[config.mk]
export PLATFORM = sky130hd
export DESIGN_NAME = main_control_unit_flat
export DESIGN_NICKNAME = d
export VERILOG_FILES = /design/src/rtl/main_control_unit_if.sv /design/src/rtl/main_control_unit.sv /design/src/flat_wrapper.sv
export SDC_FILE = /design/constraint.sdc
export NUM_CORES = 1
export LEC_CHECK = 0
export ABC_AREA = 1
export BUFFER_PORTS_ARGS = -buffer_cell sky130_fd_sc_hd__buf_2
export CAP_MARGIN = 10
export CORE_MARGIN = 2
export CORE_UTILIZATION = 35
export DETAILED_ROUTE_END_ITERATION = 8
export SYNTH_ARGS = -nofsm -noshare
export SYNTH_HDL_FRONTEND = slang
export SYNTH_SLANG_ARGS = --single-unit
[constraint.sdc]
create_clock -name CLK -period 1.6 [get_ports CLK]
set_input_delay 0.32 -clock CLK [delete_from_list [all_inputs] [get_ports CLK]]
set_output_delay 0.32 -clock CLK [all_outputs]
set_load 0.005 [all_outputs]
[src/rtl/main_control_unit_if.sv]
// rtl/main_control_unit_if.sv - controller-to-datapath signal bundle for the multi-cycle MIPS control unit
interface main_control_unit_if #(
    parameter int OPCODE_W = 6,
    parameter int FUNCT_W  = 6
);
    logic [OPCODE_W-1:0] Opcode;
    logic [FUNCT_W-1:0]  Funct;
    logic                Zero_Flag;
    logic                Overflow_Flag;
    logic [3:0]          ALU_Cntrl;
    logic                ALUSrcA;
    logic [1:0]          ALUSrcB;
    logic [1:0]          PCSrc;
    logic                PC_En;
    logic                IorD;
    logic                MemWrite;
    logic                IRWrite;
    logic                RegDst;
    logic                MemtoReg;
    logic                RegWrite;
    logic                Exception;

    // The controller is the master: it consumes IR fields and ALU flags, drives every datapath control.
    modport master (
        input  Opcode, Funct, Zero_Flag, Overflow_Flag,
        output ALU_Cntrl, ALUSrcA, ALUSrcB, PCSrc, PC_En, IorD, MemWrite,
               IRWrite, RegDst, MemtoReg, RegWrite, Exception
    );

    modport slave (
        output Opcode, Funct, Zero_Flag, Overflow_Flag,
        input  ALU_Cntrl, ALUSrcA, ALUSrcB, PCSrc, PC_En, IorD, MemWrite,
               IRWrite, RegDst, MemtoReg, RegWrite, Exception
    );
endinterface

[src/rtl/main_control_unit.sv]
// rtl/main_control_unit.sv - Moore FSM sequencing fetch/decode/execute/memory/writeback for the MIPS datapath
module main_control_unit #(
    parameter int OPCODE_W = 6,
    parameter int FUNCT_W  = 6
) (
    input logic CLK,
    input logic RST,
    main_control_unit_if.master bus
);
    typedef enum logic [3:0] {
        FETCH  = 4'd0,
        DECODE = 4'd1,
        MEMADR = 4'd2,
        MEMRD  = 4'd3,
        MEMWB  = 4'd4,
        MEMWR  = 4'd5,
        EXEC   = 4'd6,
        ALUWB  = 4'd7,
        BRANCH = 4'd8,
        ADDIEX = 4'd9,
        ADDIWB = 4'd10,
        JUMP   = 4'd11,
        TRAP   = 4'd12
    } state_t;

    localparam logic [OPCODE_W-1:0] OP_RTYPE = OPCODE_W'(6'b000000);
    localparam logic [OPCODE_W-1:0] OP_J     = OPCODE_W'(6'b000010);
    localparam logic [OPCODE_W-1:0] OP_BEQ   = OPCODE_W'(6'b000100);
    localparam logic [OPCODE_W-1:0] OP_BNE   = OPCODE_W'(6'b000101);
    localparam logic [OPCODE_W-1:0] OP_ADDI  = OPCODE_W'(6'b001000);
    localparam logic [OPCODE_W-1:0] OP_LW    = OPCODE_W'(6'b100011);
    localparam logic [OPCODE_W-1:0] OP_SW    = OPCODE_W'(6'b101011);

    localparam logic [FUNCT_W-1:0] FN_ADD = FUNCT_W'(6'b100000);
    localparam logic [FUNCT_W-1:0] FN_SUB = FUNCT_W'(6'b100010);

    localparam logic [3:0] ALU_AND  = 4'b0000;
    localparam logic [3:0] ALU_OR   = 4'b0001;
    localparam logic [3:0] ALU_ADD  = 4'b0010;
    localparam logic [3:0] ALU_XOR  = 4'b0011;
    localparam logic [3:0] ALU_NOR  = 4'b0100;
    localparam logic [3:0] ALU_SLTU = 4'b0101;
    localparam logic [3:0] ALU_SUB  = 4'b0110;
    localparam logic [3:0] ALU_SLT  = 4'b0111;
    localparam logic [3:0] ALU_SLL  = 4'b1000;
    localparam logic [3:0] ALU_SLLV = 4'b1001;
    localparam logic [3:0] ALU_SRL  = 4'b1010;
    localparam logic [3:0] ALU_SRLV = 4'b1011;
    localparam logic [3:0] ALU_SRA  = 4'b1100;
    localparam logic [3:0] ALU_SRAV = 4'b1101;

    state_t     state;
    state_t     state_next;
    logic       rt_valid;
    logic [3:0] rt_cntrl;

    always_ff @(posedge CLK) begin
        if (RST) begin
            state <= FETCH;
        end else begin
            state <= state_next;
        end
    end

    // R-type funct decode, shared by the DECODE legality check and the EXEC ALU code.
    always_comb begin
        rt_valid = 1'b1;
        rt_cntrl = ALU_AND;
        case (bus.Funct)
            FUNCT_W'(6'b100000): rt_cntrl = ALU_ADD;
            FUNCT_W'(6'b100001): rt_cntrl = ALU_ADD;
            FUNCT_W'(6'b100010): rt_cntrl = ALU_SUB;
            FUNCT_W'(6'b100011): rt_cntrl = ALU_SUB;
            FUNCT_W'(6'b100100): rt_cntrl = ALU_AND;
            FUNCT_W'(6'b100101): rt_cntrl = ALU_OR;
            FUNCT_W'(6'b100110): rt_cntrl = ALU_XOR;
            FUNCT_W'(6'b100111): rt_cntrl = ALU_NOR;
            FUNCT_W'(6'b101010): rt_cntrl = ALU_SLT;
            FUNCT_W'(6'b101011): rt_cntrl = ALU_SLTU;
            FUNCT_W'(6'b000000): rt_cntrl = ALU_SLL;
            FUNCT_W'(6'b000010): rt_cntrl = ALU_SRL;
            FUNCT_W'(6'b000011): rt_cntrl = ALU_SRA;
            FUNCT_W'(6'b000100): rt_cntrl = ALU_SLLV;
            FUNCT_W'(6'b000110): rt_cntrl = ALU_SRLV;
            FUNCT_W'(6'b000111): rt_cntrl = ALU_SRAV;
            default:             rt_valid = 1'b0;
        endcase
    end

    always_comb begin
        state_next        = FETCH;
        bus.ALU_Cntrl     = ALU_AND;
        bus.ALUSrcA       = 1'b0;
        bus.ALUSrcB       = 2'b00;
        bus.PCSrc         = 2'b00;
        bus.PC_En         = 1'b0;
        bus.IorD          = 1'b0;
        bus.MemWrite      = 1'b0;
        bus.IRWrite       = 1'b0;
        bus.RegDst        = 1'b0;
        bus.MemtoReg      = 1'b0;
        bus.RegWrite      = 1'b0;
        bus.Exception     = 1'b0;

        case (state)
            FETCH: begin
                bus.ALUSrcB   = 2'b01;
                bus.ALU_Cntrl = ALU_ADD;
                bus.IRWrite   = 1'b1;
                bus.PC_En     = 1'b1;
                state_next    = DECODE;
            end
            DECODE: begin
                bus.ALUSrcB   = 2'b11;
                bus.ALU_Cntrl = ALU_ADD;
                if (bus.Opcode == OP_LW || bus.Opcode == OP_SW) begin
                    state_next = MEMADR;
                end else if (bus.Opcode == OP_RTYPE) begin
                    state_next = rt_valid ? EXEC : TRAP;
                end else if (bus.Opcode == OP_BEQ || bus.Opcode == OP_BNE) begin
                    state_next = BRANCH;
                end else if (bus.Opcode == OP_ADDI) begin
                    state_next = ADDIEX;
                end else if (bus.Opcode == OP_J) begin
                    state_next = JUMP;
                end else begin
                    state_next = TRAP;
                end
            end
            MEMADR: begin
                bus.ALUSrcA   = 1'b1;
                bus.ALUSrcB   = 2'b10;
                bus.ALU_Cntrl = ALU_ADD;
                state_next    = (bus.Opcode == OP_LW) ? MEMRD : MEMWR;
            end
            MEMRD: begin
                bus.IorD   = 1'b1;
                state_next = MEMWB;
            end
            MEMWB: begin
                bus.MemtoReg = 1'b1;
                bus.RegWrite = 1'b1;
            end
            MEMWR: begin
                bus.IorD     = 1'b1;
                bus.MemWrite = 1'b1;
            end
            EXEC: begin
                bus.ALUSrcA   = 1'b1;
                bus.ALU_Cntrl = rt_cntrl;
                // Only the signed add/sub trap; the unsigned variants share the ALU code but ignore overflow.
                if ((bus.Funct == FN_ADD || bus.Funct == FN_SUB) && bus.Overflow_Flag) begin
                    state_next = TRAP;
                end else begin
                    state_next = ALUWB;
                end
            end
            ALUWB: begin
                bus.RegDst   = 1'b1;
                bus.RegWrite = 1'b1;
            end
            BRANCH: begin
                bus.ALUSrcA   = 1'b1;
                bus.ALU_Cntrl = ALU_SUB;
                bus.PCSrc     = 2'b01;
                if (bus.Opcode == OP_BEQ) begin
                    bus.PC_En = bus.Zero_Flag;
                end else if (bus.Opcode == OP_BNE) begin
                    bus.PC_En = ~bus.Zero_Flag;
                end
            end
            ADDIEX: begin
                bus.ALUSrcA   = 1'b1;
                bus.ALUSrcB   = 2'b10;
                bus.ALU_Cntrl = ALU_ADD;
                state_next    = bus.Overflow_Flag ? TRAP : ADDIWB;
            end
            ADDIWB: begin
                bus.RegWrite = 1'b1;
            end
            JUMP: begin
                bus.PCSrc = 2'b10;
                bus.PC_En = 1'b1;
            end
            TRAP: begin
                bus.Exception = 1'b1;
            end
            default: begin
                state_next = FETCH;
            end
        endcase

        // Reset overrides the state decode so nothing is written while the machine is held.
        if (RST) begin
            bus.ALU_Cntrl = 4'b0000;
            bus.ALUSrcA   = 1'b0;
            bus.ALUSrcB   = 2'b00;
            bus.PCSrc     = 2'b00;
            bus.PC_En     = 1'b0;
            bus.IorD      = 1'b0;
            bus.MemWrite  = 1'b0;
            bus.IRWrite   = 1'b0;
            bus.RegDst    = 1'b0;
            bus.MemtoReg  = 1'b0;
            bus.RegWrite  = 1'b0;
            bus.Exception = 1'b0;
        end
    end
endmodule

[src/flat_wrapper.sv]
// flat-port wrapper written by rule: the top's interface ports become plain ports
module main_control_unit_flat 
#(
    parameter int OPCODE_W = 6,
    parameter int FUNCT_W  = 6
)
  (CLK, RST, bus_Opcode, bus_Funct, bus_Zero_Flag, bus_Overflow_Flag, bus_ALU_Cntrl, bus_ALUSrcA, bus_ALUSrcB, bus_PCSrc, bus_PC_En, bus_IorD, bus_MemWrite, bus_IRWrite, bus_RegDst, bus_MemtoReg, bus_RegWrite, bus_Exception);
  main_control_unit_if #(.OPCODE_W(OPCODE_W), .FUNCT_W(FUNCT_W)) bus_i ();
  input logic CLK;
  input logic RST;
  input wire logic [$bits(bus_i.Opcode)-1:0] bus_Opcode;
  input wire logic [$bits(bus_i.Funct)-1:0] bus_Funct;
  input wire logic [$bits(bus_i.Zero_Flag)-1:0] bus_Zero_Flag;
  input wire logic [$bits(bus_i.Overflow_Flag)-1:0] bus_Overflow_Flag;
  output wire logic [$bits(bus_i.ALU_Cntrl)-1:0] bus_ALU_Cntrl;
  output wire logic [$bits(bus_i.ALUSrcA)-1:0] bus_ALUSrcA;
  output wire logic [$bits(bus_i.ALUSrcB)-1:0] bus_ALUSrcB;
  output wire logic [$bits(bus_i.PCSrc)-1:0] bus_PCSrc;
  output wire logic [$bits(bus_i.PC_En)-1:0] bus_PC_En;
  output wire logic [$bits(bus_i.IorD)-1:0] bus_IorD;
  output wire logic [$bits(bus_i.MemWrite)-1:0] bus_MemWrite;
  output wire logic [$bits(bus_i.IRWrite)-1:0] bus_IRWrite;
  output wire logic [$bits(bus_i.RegDst)-1:0] bus_RegDst;
  output wire logic [$bits(bus_i.MemtoReg)-1:0] bus_MemtoReg;
  output wire logic [$bits(bus_i.RegWrite)-1:0] bus_RegWrite;
  output wire logic [$bits(bus_i.Exception)-1:0] bus_Exception;
  assign bus_i.Opcode = bus_Opcode;
  assign bus_i.Funct = bus_Funct;
  assign bus_i.Zero_Flag = bus_Zero_Flag;
  assign bus_i.Overflow_Flag = bus_Overflow_Flag;
  assign bus_ALU_Cntrl = bus_i.ALU_Cntrl;
  assign bus_ALUSrcA = bus_i.ALUSrcA;
  assign bus_ALUSrcB = bus_i.ALUSrcB;
  assign bus_PCSrc = bus_i.PCSrc;
  assign bus_PC_En = bus_i.PC_En;
  assign bus_IorD = bus_i.IorD;
  assign bus_MemWrite = bus_i.MemWrite;
  assign bus_IRWrite = bus_i.IRWrite;
  assign bus_RegDst = bus_i.RegDst;
  assign bus_MemtoReg = bus_i.MemtoReg;
  assign bus_RegWrite = bus_i.RegWrite;
  assign bus_Exception = bus_i.Exception;
  main_control_unit #(.OPCODE_W(OPCODE_W), .FUNCT_W(FUNCT_W)) u_core (.CLK(CLK), .RST(RST), .bus(bus_i));
endmodule
==> impl_metrics.py <==
metrics = {
    "placed_design": {
        "place_area_um2": 949.7,
        "gp_congestion": 0.8594,
        "dp.final_hpwl_mm": 1.737,
        "dpl.cell_count": 202,
        "pre_cts_ws_ns": 0.006449,
        "io_buffers": 32,
    },
    "timing": {
        "max_freq_mhz": 596.5,
        "hold_viol_final": 0,
        "holdWs_ns": 0.4510,
        "fin_crit_sh_pct": 104.8,
        "rsz0062_at_grt": "yes",
        "slew_viol_final": 0,
        "setup_ws_ns": -0.07634,
        "finalCriticalPeriod_ns": 1.676,
        "maxSlewHeadroom_pct": 83.60,
        "setup_viol": 6,
        "tightest_slew_ns": 0.2434,
        "finClkSkew_ns": 0.001108,
    },
    "clocking": {
        "path_clk_slew_ns": 0.04,
        "cts_htree_levels": 1,
        "cts.sinks": 4,
        "cts_buffers": 3,
        "clockBufferDepth": 2,
        "clockRootBuffer": "clkbuf_4",
        "cts_tree": "yes",
        "clk_latency_ns": 0.23,
    },
    "synth": {
        "ys_ff_latch": 4,
        "synth_area_leader_cell": "nand2_1",
        "synthTopCellsByArea": "nand2_1, nor2_1, dfxtp_1",
        "synthesis.area_um2": 706.9,
        "synth.avg_cell_area_um2": 5.160,
        "synth_warnings": 0,
        "synth_cell_types": 24,
        "ys_seq_area_share_pct": 11.33,
        "ys.flop_type": "dfxtp_1",
        "synth_nets": 153,
        "synth_common_cells": "nand2_1, nor2_1, inv_1",
        "synth_top_area_share_pct": 15.40,
        "async_flop_share_pct": 0,
        "synth_edf_count": 0,
        "syn_inst": 137,
    },
    "worst_hold_path": {
        "hold_end": "u_core.state[1]",
        "min_from": "RST",
        "hold_path_depth": 3,
        "hold_class": "primary input to flip-flop",
    },
    "outcome": {
        "violations": "setup timing",
        "status": "finished with violations",
    },
    "floorplanning": {
        "num_rows": 16,
        "core_mm2": 0.001942,
        "die_area_mm2": 0.002395,
        "die_x_um": 48.94,
        "start_util_pct": 36.40,
        "fp.dieH_um": 48.94,
        "io_pins": 33,
    },
    "pwr": {
        "p_sw_share_pct": 43.92,
        "power.switching_mw": 0.3030,
        "p_int_mw": 0.3868,
        "powerDensity_mw_per_mm2": 625.1,
        "totalPowerFinal_mw": 0.6898,
        "vdd_ir_drop_max_v": 0.0004473,
        "p_seq_share_pct": 22.3,
        "leakagePower_nw": 0.6247,
        "pwr-share-clk_pct": 17.6,
        "p_comb_share_pct": 60.1,
    },
    "worst_setup_path": {
        "r2r-start": "u_core.state[0]",
        "critPathMaxFanout": 3,
        "regToRegSetupSlack_ns": 0.45,
        "path_cells": "inv_4 -> nor2_4 -> inv_2 -> nor3_4 -> nand2_2 -> a21oi_2 -> o21ai_2 -> nand2_1 -> buf_2",
        "critPathCaptureType": "primary output",
        "arrival_ns": 1.36,
        "crit_required_ns": 1.28,
        "critPathKind": "flip-flop to primary output",
        "slowest_stage": "dfxtp_4",
        "cp-start-kind": "flip-flop",
        "max_stage_delay_ns": 0.37,
        "reg2regPathDepth": 7,
        "r2r-end": "u_core.state[2]",
    },
    "route": {
        "drt_iter0_drc": 35,
        "viasPerCell": 4.905,
        "routed_wl_mm": 2.196,
        "wl_per_cell_um": 10.41,
        "drc": 0,
        "drtPass1Iterations": 4,
        "via_count": 1035,
        "ant_nets": 0,
    },
    "finish": {
        "area_growth_pct": 56.11,
        "largest_reg_flops": 4,
        "diodes": 0,
        "fin_area_mm2": 0.001104,
        "top_register": "u_core.state",
        "final_nets": 202,
        "drive_gt1_share_pct": 44.57,
        "final_cells": 211,
        "largestRegisters": "u_core.state (4)",
    },
    "global_route": {
        "antenna_found_initial": 0,
        "grt_usage_pct": 19.30,
        "grt_max_degree": 12,
        "grt_pass1_vias": 953,
        "overflow": 0,
        "grt_pass1_wl_mm": 3.857,
    },
    "job": {
        "cap_violations": 0,
    },
}
[cell families after synthesis]
family	share of synthesized area (%)
AO/OA/AOI/OAI	19.82
flip-flops	11.33
buffers and inverters	11.68
AND/OR/NAND/NOR	57.17
[worst max path at each step]
| stage | startpoint | end | slack [ns] |
|---|---|---|---|
| final | u_core.state[3] | bus_PC_En | -0.08 |
| after global routing | u_core.state[3] | bus_PC_En | -0.19 |
| after CTS | u_core.state[3] | bus_PC_En | -0.07 |
| after detailed placement | bus_Opcode[5] | bus_PC_En | 0.006 |
| after global placement | bus_Funct[2] | bus_ALU_Cntrl[1] | 0.01 |
| after floorplan | u_core.state[3] | bus_PC_En | 0.27 |
[cells in the final DEF (no fill, tap or decap), drive strengths merged]
cell type	synthesis	routed
o211ai	1	1
inv	21	21
nand2	34	34
o21bai	1	1
clkbuf	1	3
buf	0	45
a41oi	1	1
o21a	1	1
nand4	3	3
dfxtp	4	4
o211a	1	1
nor2	34	34
o31ai	1	1
nand3	12	12
nor3	6	6
a21oi	7	7
o21ai	9	9
[cell type report]
| type | instances | area, um2 |
|---|---|---|
| multi-input cells | 111 | 610.6 |
| well taps | 27 | 33.78 |
| clock buffers | 3 | 22.52 |
| repair buffers | 45 | 257.7 |
| flip-flops and latches | 4 | 95.09 |
| inverters | 21 | 83.83 |
| fillers | 209 | 838.3 |
[per-layer routing]
metal  global-route usage, %  share of wire [%]  vias up
met3                   3.988                6.4        2
met5                       0                  0        -
met1                   24.39                 44      445
met4                   1.429               0.27        0
met2                   34.93                 49       43
li1                        -                  -      545
[power by group through the flow]
stage,combinational [mW],clock (mW),sequential (mW)
CTS,0.388,0.124,0.152
global route,0.466,0.132,0.155
global placement,0.317,0,0.140
finish,0.415,0.122,0.154
floorplan,0.199,0,0.136
detailed placement,0.318,0,0.141
[critical path: cells and delay by family (launching register included)]
family / cells / cell delay [ns]
flops: 1 / 0.37
simple gates: 4 / 0.35
buf+inv: 3 / 0.21
compound gates: 2 / 0.19
[repair_timing]
item | in CTS | in global routing
gates cloned | 0 | 0
gates resized for setup | 20 | 8
hold buffers | 0 | 0
pin swaps | 3 | 2
setup buffers | 5 | 1
endpoints found under the setup margin | 9 | 12
[through the flow]
stage          util, %  setup TNS [ns]
2_1_floorplan        -               0
3_3_place_gp     48.90               0
3_5_place_dp     48.90               0
4_1_cts          54.90         -0.2347
5_1_grt          56.83          -1.165
6_report         56.83         -0.2897
Note: power is estimated with default switching activity, not from simulation.
